$ cat src/rtl/cdb_arbiter_pkg.sv
// Shared types and default sizing for the CDB arbiter slice.
// EX_IC_PACKET is the execute-to-issue/complete result payload used across the execute stage.
package cdb_arbiter_pkg;

    localparam int unsigned CDB_N_FU       = 4;
    localparam int unsigned CDB_FIFO_DEPTH = 2;

    localparam int unsigned ROB_IDX_W = 5;
    localparam int unsigned PRN_W     = 6;
    localparam int unsigned XLEN      = 32;

    typedef struct packed {
        logic                 valid;
        logic [ROB_IDX_W-1:0] rob_idx;
        logic [PRN_W-1:0]     dest_prn;
        logic [XLEN-1:0]      result;
        logic                 take_branch;
    } EX_IC_PACKET;

    // (base + ofs) mod n, for ofs < n and base < n
    function automatic int unsigned rr_wrap(input int unsigned base,
                                            input int unsigned ofs,
                                            input int unsigned n);
        int unsigned s;
        s = base + ofs;
        return (s >= n) ? (s - n) : s;
    endfunction

endpackage

$ cat src/rtl/cdb_fu_fifo.sv
// Per-functional-unit result FIFO; flush empties it in one cycle.
module cdb_fu_fifo
    import cdb_arbiter_pkg::*;
#(
    parameter int unsigned DEPTH = CDB_FIFO_DEPTH
) (
    input  logic        clock,
    input  logic        reset,
    input  logic        flush,
    input  logic        push,
    input  EX_IC_PACKET push_data,
    input  logic        pop,
    output EX_IC_PACKET head,
    output logic        empty,
    output logic        full
);

    localparam int unsigned PTR_W = (DEPTH > 1) ? $clog2(DEPTH) : 1;
    localparam int unsigned CNT_W = $clog2(DEPTH) + 1;

    EX_IC_PACKET      mem [DEPTH];
    logic [PTR_W-1:0] rd_ptr;
    logic [PTR_W-1:0] wr_ptr;
    logic [CNT_W-1:0] count;
    logic             do_push;
    logic             do_pop;

    function automatic logic [PTR_W-1:0] ptr_inc(input logic [PTR_W-1:0] p);
        return (p == PTR_W'(DEPTH - 1)) ? '0 : p + 1'b1;
    endfunction

    assign empty   = (count == '0);
    assign full    = (count == CNT_W'(DEPTH));
    assign do_push = reset && !flush && push && !full;
    assign do_pop  = reset && !flush && pop && !empty;
    assign head    = mem[rd_ptr];

    always_ff @(posedge clock) begin
        if (do_push) begin
            mem[wr_ptr] <= push_data;
        end
    end

    // Simultaneous push and pop leave the occupancy unchanged
    always_ff @(posedge clock) begin
        if (!reset || flush) begin
            rd_ptr <= '0;
            wr_ptr <= '0;
            count  <= '0;
        end else begin
            if (do_push) wr_ptr <= ptr_inc(wr_ptr);
            if (do_pop)  rd_ptr <= ptr_inc(rd_ptr);
            case ({do_push, do_pop})
                2'b10:   count <= count + 1'b1;
                2'b01:   count <= count - 1'b1;
                default: count <= count;
            endcase
        end
    end

endmodule

$ cat src/rtl/cdb_arbiter.sv
// Round-robin arbiter merging per-FU result FIFOs onto the single CDB register ex_ic_reg.
// Optional macro CDB_ARB_BYPASS_EN lets an empty channel's live offer win directly (1-edge latency).
module cdb_arbiter
    import cdb_arbiter_pkg::*;
#(
    parameter int unsigned N_FU  = CDB_N_FU,
    parameter int unsigned DEPTH = CDB_FIFO_DEPTH
) (
    input  logic                     clock,
    input  logic                     reset,
    input  logic                     squash,
    input  EX_IC_PACKET [N_FU-1:0]   fu_packet,
    output logic [N_FU-1:0]          fu_ready,
    output EX_IC_PACKET              ex_ic_reg,
    output logic [$clog2(N_FU)-1:0]  grant_idx
);

    localparam int unsigned IDX_W = $clog2(N_FU);

    EX_IC_PACKET [N_FU-1:0] head;
    logic [N_FU-1:0]        empty;
    logic [N_FU-1:0]        full;
    logic [N_FU-1:0]        push;
    logic [N_FU-1:0]        pop;
    logic [N_FU-1:0]        cand;

    logic [IDX_W-1:0]       rr_ptr;
    logic [IDX_W-1:0]       rr_nxt;
    logic [IDX_W-1:0]       win_idx;
    logic [IDX_W-1:0]       grant_nxt;
    logic                   found;
    EX_IC_PACKET            pkt_nxt;

    for (genvar g = 0; g < N_FU; g++) begin : g_fifo
        cdb_fu_fifo #(
            .DEPTH(DEPTH)
        ) u_fifo (
            .clock     (clock),
            .reset     (reset),
            .flush     (squash),
            .push      (push[g]),
            .push_data (fu_packet[g]),
            .pop       (pop[g]),
            .head      (head[g]),
            .empty     (empty[g]),
            .full      (full[g])
        );
    end

    // Ready depends only on registered occupancy
    assign fu_ready = ~full;

    always_comb begin
        cand = '0;
        for (int i = 0; i < N_FU; i++) begin
`ifdef CDB_ARB_BYPASS_EN
            cand[i] = !empty[i] || fu_packet[i].valid;
`else
            cand[i] = !empty[i];
`endif
        end
    end

    // First candidate at or after rr_ptr, wrapping
    always_comb begin : scan
        logic [IDX_W-1:0] idx;
        found   = 1'b0;
        win_idx = '0;
        idx     = '0;
        for (int unsigned k = 0; k < N_FU; k++) begin
            idx = IDX_W'(rr_wrap(32'(rr_ptr), k, N_FU));
            if (!found && cand[idx]) begin
                found   = 1'b1;
                win_idx = idx;
            end
        end
    end

    always_comb begin
        rr_nxt        = rr_ptr;
        grant_nxt     = grant_idx;
        pkt_nxt       = ex_ic_reg;
        pkt_nxt.valid = 1'b0;
        push          = '0;
        pop           = '0;
        if (squash) begin
            rr_nxt = '0;
        end else begin
            for (int i = 0; i < N_FU; i++) begin
                push[i] = fu_packet[i].valid && fu_ready[i];
            end
            if (found) begin
                rr_nxt    = (win_idx == IDX_W'(N_FU - 1)) ? '0 : win_idx + 1'b1;
                grant_nxt = win_idx;
`ifdef CDB_ARB_BYPASS_EN
                if (empty[win_idx]) begin
                    pkt_nxt         = fu_packet[win_idx];
                    push[win_idx]   = 1'b0;
                end else begin
                    pkt_nxt         = head[win_idx];
                    pop[win_idx]    = 1'b1;
                end
`else
                pkt_nxt      = head[win_idx];
                pop[win_idx] = 1'b1;
`endif
                pkt_nxt.valid = 1'b1;
            end
        end
    end

    always_ff @(posedge clock) begin
        if (!reset) begin
            rr_ptr    <= '0;
            ex_ic_reg <= '0;
            grant_idx <= '0;
        end else begin
            rr_ptr    <= rr_nxt;
            ex_ic_reg <= pkt_nxt;
            grant_idx <= grant_nxt;
        end
    end

endmodule

$ cat config.mk
export PLATFORM = sky130hd
export DESIGN_NAME = cdb_arbiter
export DESIGN_NICKNAME = d
export VERILOG_FILES = /design/src/rtl/cdb_arbiter_pkg.sv /design/src/rtl/cdb_fu_fifo.sv /design/src/rtl/cdb_arbiter.sv
export SDC_FILE = /design/constraint.sdc
export NUM_CORES = 1
export LEC_CHECK = 0
export ABC_AREA = 1
export CAP_MARGIN = 5
export CORE_MARGIN = 4
export CORE_UTILIZATION = 35
export CTS_BUF_LIST = sky130_fd_sc_hd__clkbuf_4 sky130_fd_sc_hd__clkbuf_8
export DETAILED_ROUTE_END_ITERATION = 7
export SLEW_MARGIN = 40
export SYNTH_ARGS = -nofsm -noshare
export SYNTH_HDL_FRONTEND = slang
export SYNTH_SLANG_ARGS = --single-unit
$ cat constraint.sdc
create_clock -name clock -period 5.15 [get_ports clock]
set_input_delay 0.7725 -clock clock [delete_from_list [all_inputs] [get_ports clock]]
set_output_delay 0.7725 -clock clock [all_outputs]
set_load 0.01 [all_outputs]
==> results of run 1 <==
==> synth_stat cells, drive strengths merged <==
library cell	count	area, µm²
a211oi	1	7.510
nand2	185	701.9
mux2i	174	1742
nand3	230	1161
and2	1	6.260
a21boi	1	7.510
inv	69	261.5
nor3	5	25.02
dfxtp	69	1381
ha	5	62.56
edfxtp	352	10570
nor2	124	473.0
o21ai	10	50.04
clkbuf	20	75.07
nand4	1	6.260
o211ai	2	15.01
buf	52	307.8
nor4	1	6.260
a21oi	16	80.08
nor3b	4	30.03
and3	4	25.02
mux2	1	11.26
nand3b	1	7.510
==> worst max-delay path by stage <==
stage                                              to  slack [ns]  cells past startpoint              startpoint
5_1_grt        g_fifo[3].u_fifo.count[1]$_SDFFE_PP0P_        1.57                     18  rr_ptr[0]$_SDFFE_PP0N_
2_1_floorplan    g_fifo[0].u_fifo.mem[1][0]$_DFFE_PP_        1.35                      5                   reset
3_5_place_dp     g_fifo[2].u_fifo.mem[0][5]$_DFFE_PP_        1.67                      7                   reset
3_3_place_gp     g_fifo[0].u_fifo.mem[1][8]$_DFFE_PP_        1.76                      7                   reset
6_report       g_fifo[3].u_fifo.count[1]$_SDFFE_PP0P_        1.86                     18  rr_ptr[0]$_SDFFE_PP0N_
4_1_cts        g_fifo[3].u_fifo.count[1]$_SDFFE_PP0P_        1.84                     18  rr_ptr[0]$_SDFFE_PP0N_
==> per-layer routing <==
layer / up-vias / share of wire
li1: 5243 / -
met1: 5236 / 0.45
met2: 321 / 0.46
met3: 56 / 0.063
met4: 6 / 0.021
met5: - / 0.00085
==> area by class of cell <==
class / count / area [µm²] / area share
well taps: 615 / 769.5 / 0.03596
clock inverters: 25 / 141.4 / 0.006608
inverters: 69 / 264.0 / 0.01234
multi-input cells: 766 / 4501 / 0.2103
diodes: 1 / 2.502 / 0.0001170
repair buffers: 253 / 2502 / 0.1170
clock buffers: 102 / 1260 / 0.05889
flip-flops and latches: 421 / 11960 / 0.5588
==> through the flow <==
step | util | power, W
2_1_floorplan | - | 0.005503
3_3_place_gp | 0.4168 | 0.006428
3_5_place_dp | 0.4169 | 0.006463
4_1_cts | 0.4462 | 0.009403
5_1_grt | 0.4462 | 0.009810
6_report | 0.4463 | 0.009279
==> logic make-up (layout without fill, tap and decap cells) <==
family | after synthesis | after routing | synth area share
and+or+nand+nor | 556 | 556 | 0.1436
muxes | 175 | 175 | 0.1030
adders and majority gates | 5 | 5 | 0.003677
DFF | 421 | 421 | 0.7025
other | 0 | 1 | 0
AOI/OAI and AO/OA | 30 | 30 | 0.009413
buffers and inverters | 141 | 449 | 0.03787
==> power breakdown <==
group          total [W]  switching [W]  internal [W]
combinational    0.00241        0.00161      0.000798
sequential       0.00396       0.000108       0.00386
clock            0.00291        0.00128       0.00162
total            0.00928        0.00300       0.00628
==> worst register-to-register path, cell delays in order (launching register included) <==
cell and delay [ns]:
dfxtp_1 0.58, inv_4 0.09, nand2_1 0.15, nand2_1 0.08
nand2_1 0.06, nand2_1 0.08, a21oi_1 0.22, nand2_4 0.09
nand2_4 0.49, inv_1 0.12, ha_1 0.20, inv_1 0.07
nor2_1 0.04, nand2_1 0.13, inv_1 0.07, ha_1 0.32
nor2_1 0.14, a21oi_1 0.07, nor3_1 0.20
==> flow_metrics.env, run 1 <==
export IMPL_clock_skew_ns=0.02184
export IMPL_detail_route_first_pass_iterations=5
export IMPL_placed_cells=2124
export IMPL_yosysWarningCount=0
export IMPL_drive_above_1_share=0.09719
export IMPL_layout_cells_most_common_list="352 x edfxtp_1, 233 x clkdlybuf4s50_1, 228 x nand3_1, 181 x nand2_1, 174 x mux2i_1"
export IMPL_netlist_area_um2=17010
export IMPL_startpoint_of_the_tightest_hold_check_path="g_fifo[3].u_fifo.rd_ptr$_SDFFE_PP0P_"
export IMPL_max_slew_margin_rel=0.4566
export IMPL_gr_max_usage_layer="met2"
export IMPL_path_clk_slew_ns=0.06
export IMPL_fmaxAchievable_mhz=304.1
export IMPL_final_common_cell="edfxtp_1"
export IMPL_numCtsBuffers=71
export IMPL_drt_antenna_violating_nets=0
export IMPL_cts_repair_resized=0
export IMPL_postSynthAreaPerCell_um2=12.81
export IMPL_report_final_hold_viol_count=0
export IMPL_worstPathCellList="inv_4, nand2_1, nand2_1, nand2_1, nand2_1, a21oi_1, nand2_4, nand2_4, inv_1, ha_1, inv_1, nor2_1, nand2_1, inv_1, ha_1, nor2_1, a21oi_1, nor3_1"
export IMPL_final_cell_area_um2=21400
export IMPL_grt_first_pass_wirelength_um=66150
export IMPL_min_path_type="reg -> reg"
export IMPL_via_count=10862
export IMPL_timing_worst_setup_path_type="reg -> reg"
export IMPL_cts_htree_levels=3
export IMPL_coreArea_um2=47950
export IMPL_synthesis_instances=1328
export IMPL_number_of_synthesized_register_bits=421
export IMPL_use_met2=0.2601
export IMPL_power_density_nw_per_um2=433.7
export IMPL_critical_path_max_stage_delay_ns=0.58
export IMPL_floorplan_die_height_um=228.5
export IMPL_die_width_um=228.5
export IMPL_reg2reg_from="rr_ptr[0]$_SDFFE_PP0N_"
export IMPL_maxCapViolCount=0
export IMPL_worst_path_max_fanout=52
export IMPL_first_iter_violations=723
export IMPL_number_of_remaining_drc_errors=0
export IMPL_reg2reg_setup_slack_ns=1.86
export IMPL_finalNonFillerCells=2252
export IMPL_crit_top_cell="nand2_1"
export IMPL_grt_setup_unrepaired="false"
export IMPL_post_cts_buffers=0
export IMPL_pin_count_of_the_biggest_net_entering_global_routing=87
export IMPL_holdBufCountCts=0
export IMPL_grt_ovfl_total=0
export IMPL_first_global_vias=10793
export IMPL_cts_tree="built"
export IMPL_rows=80
export IMPL_port_buffers=233
export IMPL_numClockSinks=421
export IMPL_synth_cell_types=32
export IMPL_clock_root_cell="clkbuf_8"
export IMPL_timing_critical_path_to_type="register"
export IMPL_wl_final_um=44500
export IMPL_setup_worst_path_start_class="register"
export IMPL_dpl_cell_area_um2=19990
export IMPL_final_max_slew_violation_count=0
export IMPL_synth_net_count=1516
export IMPL_timing_worst_slew_pin_value_ns=0.8151
export IMPL_filler_cell_count=4335
export IMPL_start_util=0.3549
export IMPL_ff2ff_path_depth=18
export IMPL_insertion_delay_ns=0.61
export IMPL_place_ws_ns=1.675
export IMPL_cpLargestDelayFamily="simple AND/OR/NAND/NOR gates"
export IMPL_grt_util_all_layers=0.1662
export IMPL_hold_ws_ns=0.4686
export IMPL_die_area_um2=52200
export IMPL_num_nets_final=1770
export IMPL_status="complete, no violations"
export IMPL_clock_path_buffers=3
export IMPL_max_vdd_ir_drop_v=0.0003245
export IMPL_final_setup_tns_ns=0
export IMPL_worst_path_max_delay_cell="dfxtp_1"
export IMPL_grt_met3_usage=0.04163
export IMPL_crit_required_ns=5.67
export IMPL_gp_congestion=0.8065
export IMPL_finalCriticalPeriod_ns=3.288
export IMPL_layout_worst_path_cycle_share=0.6385
export IMPL_crit_arrival_ns=3.81
export IMPL_area_delta_synth_final_pct=25.76
export IMPL_whs_path_depth=2
export IMPL_cellLeakagePower_nw=7.410
export IMPL_grt_util_met1=0.2286
export IMPL_io_pins=234
export IMPL_post_drt_wl_per_cell_um=19.76
export IMPL_setup_violators_final=0
export IMPL_largest_reg_flops=352
export IMPL_r2r_end="g_fifo[3].u_fifo.count[1]$_SDFFE_PP0P_"
export IMPL_synth_sequential_area_ratio=0.7025
export IMPL_crit_buf_inv=4
export IMPL_final_setup_worst_slack_ns=1.862
export IMPL_dpl_hpwl_um=30340
export IMPL_detail_route_vias_per_cell=4.823
export IMPL_initial_antenna_violation_count=3
(Power assumes the default switching activity.)
==> inputs of run 2 (changes only) <==
Clock period 5.15 ns to 3.3 ns, I/O delays scaled along.
==> run 2 against run 1 <==
  * Maximum frequency increased by 14%
  * Wire length increased by 2.8%
  * Via count increased by 2.2%
  * Highest routed layer is now met4
  * Cell area increased by 1.1%
  * Total power increased by 59%
  * Register-to-register slack got worse by 1.4 ns
  * Setup slack got worse by 1.4 ns
  * Hold slack got worse by 0.025 ns
  * Clock power increased by 60%
  * Flip-flop and latch count unchanged
==> flow_metrics.env, run 2 (synthesized netlist as in run 1, its figures left out) <==
export IMPL_crit_arrival_ns=3.41
export IMPL_min_path_type="in -> reg"
export IMPL_initial_antenna_violation_count=5
export IMPL_drt_antenna_violating_nets=0
export IMPL_cellLeakagePower_nw=7.513
export IMPL_maxCapViolCount=0
export IMPL_coreArea_um2=47950
export IMPL_drive_above_1_share=0.1015
export IMPL_cts_tree="built"
export IMPL_first_iter_violations=871
export IMPL_report_final_hold_viol_count=0
export IMPL_fmaxAchievable_mhz=347.5
export IMPL_floorplan_die_height_um=228.5
export IMPL_die_width_um=228.5
export IMPL_post_cts_buffers=0
export IMPL_number_of_remaining_drc_errors=0
export IMPL_cpLargestDelayFamily="simple AND/OR/NAND/NOR gates"
export IMPL_grt_ovfl_total=0
export IMPL_grt_setup_unrepaired="false"
export IMPL_grt_util_all_layers=0.1715
export IMPL_pin_count_of_the_biggest_net_entering_global_routing=87
export IMPL_final_setup_tns_ns=0
export IMPL_holdBufCountCts=0
export IMPL_status="complete, no violations"
export IMPL_cts_repair_resized=0
export IMPL_first_global_vias=11009
export IMPL_layout_cells_most_common_list="352 x edfxtp_1, 233 x clkdlybuf4s50_1, 228 x nand3_1, 181 x nand2_1, 174 x mux2i_1"
export IMPL_worst_path_max_delay_cell="dfxtp_1"
export IMPL_start_util=0.3549
export IMPL_gp_congestion=0.8252
export IMPL_max_slew_margin_rel=0.4782
export IMPL_cts_htree_levels=3
export IMPL_final_max_slew_violation_count=0
export IMPL_numCtsBuffers=75
export IMPL_die_area_um2=52200
export IMPL_largest_reg_flops=352
export IMPL_rows=80
export IMPL_via_count=11102
export IMPL_place_ws_ns=0.4269
export IMPL_timing_worst_slew_pin_value_ns=0.7827
export IMPL_port_buffers=233
export IMPL_max_vdd_ir_drop_v=0.0005423
export IMPL_path_clk_slew_ns=0.06
export IMPL_dpl_hpwl_um=30850
export IMPL_post_drt_wl_per_cell_um=20.12
export IMPL_power_density_nw_per_um2=681.2
export IMPL_detail_route_first_pass_iterations=7
export IMPL_insertion_delay_ns=0.63
export IMPL_timing_worst_setup_path_type="reg -> reg"
export IMPL_reg2reg_setup_slack_ns=0.42
export IMPL_final_common_cell="edfxtp_1"
export IMPL_final_setup_worst_slack_ns=0.4226
export IMPL_timing_critical_path_to_type="register"
export IMPL_num_nets_final=1786
export IMPL_detail_route_vias_per_cell=4.880
export IMPL_critical_path_max_stage_delay_ns=0.58
export IMPL_crit_buf_inv=4
export IMPL_wl_final_um=45760
export IMPL_layout_worst_path_cycle_share=0.8720
export IMPL_clock_path_buffers=3
export IMPL_crit_required_ns=3.84
export IMPL_grt_first_pass_wirelength_um=68380
export IMPL_clock_skew_ns=0.01939
export IMPL_clock_root_cell="clkbuf_8"
export IMPL_io_pins=234
export IMPL_numClockSinks=421
export IMPL_area_delta_synth_final_pct=27.09
export IMPL_setup_worst_path_start_class="register"
export IMPL_worstPathCellList="inv_4, nand2_1, nand2_1, nand3_1, inv_1, a21boi_1, nand3_2, ha_1, inv_1, nor2_1, nand2_1, inv_1, ha_1, nor2_1, a21oi_1, nor3_1"
export IMPL_finalCriticalPeriod_ns=2.877
export IMPL_setup_violators_final=0
export IMPL_worst_path_max_fanout=13
## run 2: metal layers
layer / global-route usage / up-vias / part of all wire
met2: 0.2552 / 395 / 0.45
met5: 0 / - / 0
met4: 0.06831 / 0 / 0.027
met3: 0.03614 / 63 / 0.065
met1: 0.2458 / 5359 / 0.46
li1: - / 5285 / -
## run 2: path summary, 6_finish.rpt
path                                            end                                 start  cells past startpoint
max          g_fifo[3].u_fifo.count[1]$_SDFFE_PP0P_                rr_ptr[0]$_SDFFE_PP0N_                     16
min           g_fifo[0].u_fifo.mem[0][12]$_DFFE_PP_                         fu_packet[12]                      1
max reg2reg  g_fifo[3].u_fifo.count[1]$_SDFFE_PP0P_                rr_ptr[0]$_SDFFE_PP0N_                     16
min reg2reg                                register  g_fifo[3].u_fifo.rd_ptr$_SDFFE_PP0P_                      2
## run 2: final cells by class
class	count	area, µm²
fill	4337	26320
sequential	421	11960
multi-input combinational	766	4501
timing repair buffer	265	2689
clock buffer	97	1222
tap	615	769.5
inverter	69	261.5
clock inverter	37	211.5
antenna	5	12.51
## run 2: per-stage QoR
| stage | area (µm²) | hold slack (ns) | utilization | power (W) | instances |
|---|---|---|---|---|---|
| final | 21620 | 0.4435 | 0.4510 | 0.01473 | 2275 |
| after global routing | 21620 | 0.4003 | 0.4510 | 0.01558 | 2275 |
| after CTS | 21610 | 0.3770 | 0.4507 | 0.01491 | 2270 |
| after detailed placement | 20180 | 0.4647 | 0.4208 | 0.01020 | 2136 |
| after global placement | 20170 | 0.4508 | 0.4207 | 0.01014 | 2136 |
| after floorplan | 17020 | 0.4476 | - | 0.008588 | 1328 |
## run 2: power breakdown
group	internal [W]	switching [W]	total, W
Clock	0.00257	0.00208	0.00465
Sequential	0.00602	0.000151	0.00617
Combinational	0.00133	0.00258	0.00391
==> inputs of run 3 (changes only) <==
Settings changed: CTS_BUF_LIST sky130_fd_sc_hd__clkbuf_4 sky130_fd_sc_hd__clkbuf_8 to unset.
==> run 3 against run 2 <==
  * Critical path depth stayed put
  * Hold slack better by 0.034 ns
  * Wire length shrank 0.94%
  * Setup slack better by 0.0076 ns
  * Critical path type unchanged
  * Highest routed layer unchanged
==> flow_metrics.env, run 3 (synthesized netlist as in run 1, its figures left out) <==
export IMPL_fmaxAchievable_mhz=348.5
export IMPL_pin_count_of_the_biggest_net_entering_global_routing=87
export IMPL_die_area_um2=52200
export IMPL_start_util=0.3549
export IMPL_port_buffers=233
export IMPL_holdBufCountCts=0
export IMPL_cpLargestDelayFamily="simple AND/OR/NAND/NOR gates"
export IMPL_path_clk_slew_ns=0.06
export IMPL_area_delta_synth_final_pct=26.98
export IMPL_insertion_delay_ns=0.57
export IMPL_wl_final_um=45340
export IMPL_clkPwrFrac=0.327
export IMPL_final_util=0.4506
export IMPL_final_max_slew_violation_count=0
export IMPL_post_cts_buffers=0
export IMPL_clock_skew_ns=0.01291
export IMPL_timing_worst_slew_pin_value_ns=0.7691
export IMPL_switching_pwr_w=0.004765
export IMPL_wl_met2_um=20140
export IMPL_crit_required_ns=3.78
export IMPL_switching_share=0.3185
export IMPL_num_nets_final=1756
export IMPL_drive_above_1_share=0.07414
export IMPL_numCtsBuffers=45
export IMPL_worst_path_max_delay_cell="dfxtp_1"
export IMPL_finalNonFillerCells=2223
export IMPL_cellLeakagePower_nw=7.444
export IMPL_grt_setup_unrepaired="false"
export IMPL_io_pins=234
export IMPL_max_vdd_ir_drop_v=0.0005153
export IMPL_routedLengthMet1_um=21300
export IMPL_number_of_remaining_drc_errors=0
export IMPL_min_path_type="reg -> reg"
export IMPL_detail_route_first_pass_iterations=5
export IMPL_floorplan_die_height_um=228.5
export IMPL_critical_path_max_stage_delay_ns=0.57
export IMPL_detailroute_wirelength_met3_um=2494
export IMPL_layout_worst_path_cycle_share=0.8696
export IMPL_power_internal_w=0.01020
export IMPL_post_drt_wl_per_cell_um=20.39
export IMPL_clock_root_cell="clkbuf_16"
export IMPL_numClockSinks=421
export IMPL_detail_route_vias_per_cell=4.915
export IMPL_cts_htree_levels=2
export IMPL_coreArea_um2=47950
export IMPL_ff_latch_area_um2=11960
export IMPL_ff2ff_path_depth=16
export IMPL_report_final_hold_viol_count=0
export IMPL_largest_reg_flops=352
export IMPL_final_common_cell="edfxtp_1"
export IMPL_status="complete, no violations"
export IMPL_worstPathCellList="inv_4, nand2_1, nand2_1, nand3_1, inv_1, a21boi_1, nand3_2, ha_1, inv_1, nor2_1, nand2_1, inv_1, ha_1, nor2_1, a21oi_1, nor3_1"
export IMPL_multi_input_area_um2=4501
export IMPL_dpl_hpwl_um=30850
export IMPL_worst_path_max_fanout=13
export IMPL_power_density_nw_per_um2=692.6
export IMPL_placed_cells=2136
export IMPL_finalCriticalPeriod_ns=2.870
export IMPL_timing_critical_path_depth=16
export IMPL_gp_congestion=0.8252
export IMPL_grt_ovfl_total=0
export IMPL_maxUsedRoutingLayer="met4"
export IMPL_timing_critical_path_to_type="register"
export IMPL_grt_util_all_layers=0.1694
export IMPL_setup_violators_final=0
export IMPL_first_iter_violations=844
export IMPL_maxCapViolCount=0
export IMPL_whs_path_depth=2
export IMPL_cts_tree="built"
export IMPL_crit_buf_inv=4
export IMPL_setup_worst_path_start_class="register"
export IMPL_max_slew_margin_rel=0.4873
export IMPL_final_setup_tns_ns=0
export IMPL_power_combinational_fraction=0.261
export IMPL_crit_arrival_ns=3.35
export IMPL_initial_antenna_violation_count=3
export IMPL_drt_antenna_violating_nets=0
export IMPL_first_global_vias=10733
export IMPL_p_seq_frac=0.412
export IMPL_rows=80
export IMPL_layout_cells_most_common_list="352 x edfxtp_1, 233 x clkdlybuf4s50_1, 228 x nand3_1, 181 x nand2_1, 174 x mux2i_1"
export IMPL_filler_cell_count=4298
export IMPL_grt_first_pass_wirelength_um=67700
export IMPL_timing_worst_setup_path_type="reg -> reg"
export IMPL_die_width_um=228.5
export IMPL_via_count=10927
export IMPL_clock_path_buffers=3
export IMPL_cts_repair_resized=0
[run 3: cell types whose count changed in the layout (fill, tap and decap cells not counted), moves of 2 or more]
| cell | change |
|---|---|
| clkbuf_1 | +17 |
| clkbuf_16 | +47 |
| clkbuf_4 | -18 |
| clkbuf_8 | -79 |
| clkinv_1 | -18 |
| clkinv_2 | -2 |
| diode_2 | -2 |
[run 3: cell type report]
type	count	area share
Timing Repair Buffer	265	0.1245
Multi-Input combinational cell	766	0.2083
Clock inverter	20	0.008340
Inverter	69	0.01210
Antenna cell	3	0.0003475
Clock buffer	64	0.05739
Sequential cell	421	0.5534
Tap cell	615	0.03562
[run 3: through the flow]
stage / total power (W) / setup WS (ns) / area (µm²) / hold slack, ns
floorplan: 0.008588 / 0.02971 / 17020 / 0.4476
global placement: 0.01014 / 0.6129 / 20170 / 0.4508
detailed placement: 0.01020 / 0.4269 / 20180 / 0.4647
CTS: 0.01514 / 0.4349 / 21600 / 0.4618
global route: 0.01577 / 0.1469 / 21600 / 0.4767
finish: 0.01496 / 0.4302 / 21600 / 0.4771
[run 3: metal layers]
layer | track usage | up-vias
met5 | 0 | -
met4 | 0.05664 | 0
met3 | 0.03402 | 80
met2 | 0.2546 | 344
met1 | 0.2464 | 5280
li1 | - | 5223
[run 3: power by group through the flow]
| stage | registers (W) | logic, W | clock network, W |
|---|---|---|---|
| finish | 0.00617 | 0.00390 | 0.00489 |
| detailed placement | 0.00628 | 0.00392 | 0 |
| global route | 0.00619 | 0.00433 | 0.00525 |
| CTS | 0.00617 | 0.00394 | 0.00503 |
| global placement | 0.00627 | 0.00387 | 0 |
| floorplan | 0.00630 | 0.00229 | 0 |
[run 3: worst register-to-register path, delay by kind of cell, from the launching register on]
family / cells / cell delay [ns]
and+or+nand+nor: 8 / 1.04
adders and majority gates: 2 / 0.62
DFF: 1 / 0.57
buffers and inverters: 4 / 0.28
AOI/OAI and AO/OA: 2 / 0.28
[run 3: final timing paths]
path                                   startpoint                                endpoint  slack [ns]
min          g_fifo[3].u_fifo.rd_ptr$_SDFFE_PP0P_                                register        0.48
max reg2reg                rr_ptr[0]$_SDFFE_PP0N_  g_fifo[3].u_fifo.count[1]$_SDFFE_PP0P_        0.43
max                        rr_ptr[0]$_SDFFE_PP0N_  g_fifo[3].u_fifo.count[1]$_SDFFE_PP0P_        0.43
min reg2reg  g_fifo[3].u_fifo.rd_ptr$_SDFFE_PP0P_                                register        0.48
==> edit: new RTL, flow settings as in run 2 <==
Add a define of `CDB_ARB_BYPASS_EN`.
--- a/src/rtl/cdb_arbiter.sv
+++ b/src/rtl/cdb_arbiter.sv
@@ -1,5 +1,7 @@
 // Round-robin arbiter merging per-FU result FIFOs onto the single CDB register ex_ic_reg.
 // Optional macro CDB_ARB_BYPASS_EN lets an empty channel's live offer win directly (1-edge latency).
+`define CDB_ARB_BYPASS_EN
+
 module cdb_arbiter
     import cdb_arbiter_pkg::*;
 #(
Behaviour: not the same (Yosys sat finds a counterexample within 4 cycles, from zero or initial values and one cycle with reset low).
==> edit against run 2 <==
Utilization is 0.30 points lower. Synthesized area is 17% higher. Wire length is 36% higher. Count of clock-buffer cells in the layout is 8 higher. Largest cell class unchanged. Sequential cell count stayed put. First-iteration DRC count is 38% higher. Cell area is 17% higher. Worst setup slack worse by 0.16 ns. Die area is 16% higher. Cell count is 35% higher. Highest routed layer is now met5. Global-route usage is 3.0 points higher.
Power is not compared: it rests on default switching activity, and its combinational part moved more than twofold at a synthesized area within 25%.
==> edit: results <==
cells_and_area:
  fin_nets: 2437
  drive_gt1_frac: 0.142
  stdcell_area_um2: 25200
  num-fill-cells: 5328
  final_cells: 3071
critical_path:
  cp_slowest_stage_delay_ns: 0.36
  cp.arrival_ns: 3.57
  cpMaxStageDelayCell: "ha_1"
  cp-startpoint: "g_fifo[1].u_fifo.count[1]"
  crit_family: "simple AND/OR/NAND/NOR gates"
  cp_max_fo: 26
  r2r_cells: 17
  rrSetupSlack_ns: 0.27
routing:
  viasPerCell: 4.92
  drtIter0Drc: 1199
  dr.pass1.iters: 5
  drt-total-wl_mm: 62.3
grt:
  grt_max_degree: 81
  grt_pass1_wl_mm: 91.9
  grt_pass1_vias: 14500
  track_usage: 0.201
  antenna_found_initial: 20
yosys:
  synth_nets: 2169
  ys_seq_area_frac: 0.602
  ys_top_cells_by_count: "nand2_1 (609), edfxtp_1 (352), nand3_1 (292)"
  netlist_top_cells_area: "edfxtp_1 (53%), nand2_1 (12%), nand3_1 (7.4%)"
  ys_types: 35
  synth_cells: 1980
worst_hold_path:
  min_from: "fu_packet[129]"
  whs_path_depth: 1
  min_to: "g_fifo[2].u_fifo.mem[0][39]"
  min_path_type: "in2reg"
sta:
  timing.fmax_mhz: 330
  hold_slack_ns: 0.476
  slew-limit-headroom: 0.554
  skew_ns: 0.0334
placement:
  place_ws_ns: -0.0819
  routabilityCongestion: 0.912
  io_buffer_count: 233
  place_area_um2: 23700
  dp_cells: 2930
  dp_hpwl_mm: 44.0
run_status:
  status: "completed"
clocking:
  cts_buffers: 72
  cts-root-buf: "clkbuf_8"
  clock_latency_ns: 0.64
  htreeDepth: 3
==> edit: power by group through the flow <==
stage	clock network [mW]	registers (mW)	logic, mW
floorplan	0	6.73	5.72
global placement	0	6.66	9.22
detailed placement	0	6.68	9.32
CTS	5.10	6.57	9.35
global route	5.36	6.62	10.4
finish	4.99	6.57	9.41
==> edit: cells by family after synthesis <==
group / synth area share
buf+inv: 0.0520
xor+xnor: 0.000882
mux: 0.0942
simple gates: 0.239
compound gates: 0.00844
fa+ha+maj: 0.00378
flops: 0.602
==> edit: cell type report <==
class                   count  area share
inverters                 122      0.0184
clock buffers             105      0.0516
well taps                 756      0.0375
multi-input cells        1315       0.276
repair buffers            316       0.132
diodes                      9    0.000893
flip-flops and latches    421       0.474
clock inverters            27     0.00903
==> edit: routing by layer <==
metal  up-vias  share of wire  GRT usage
met5         -         0.0015          0
met4        16          0.021     0.0641
met3        97          0.086     0.0565
met2       535           0.45      0.308
met1      7202           0.44      0.277
li1       7263              -          -
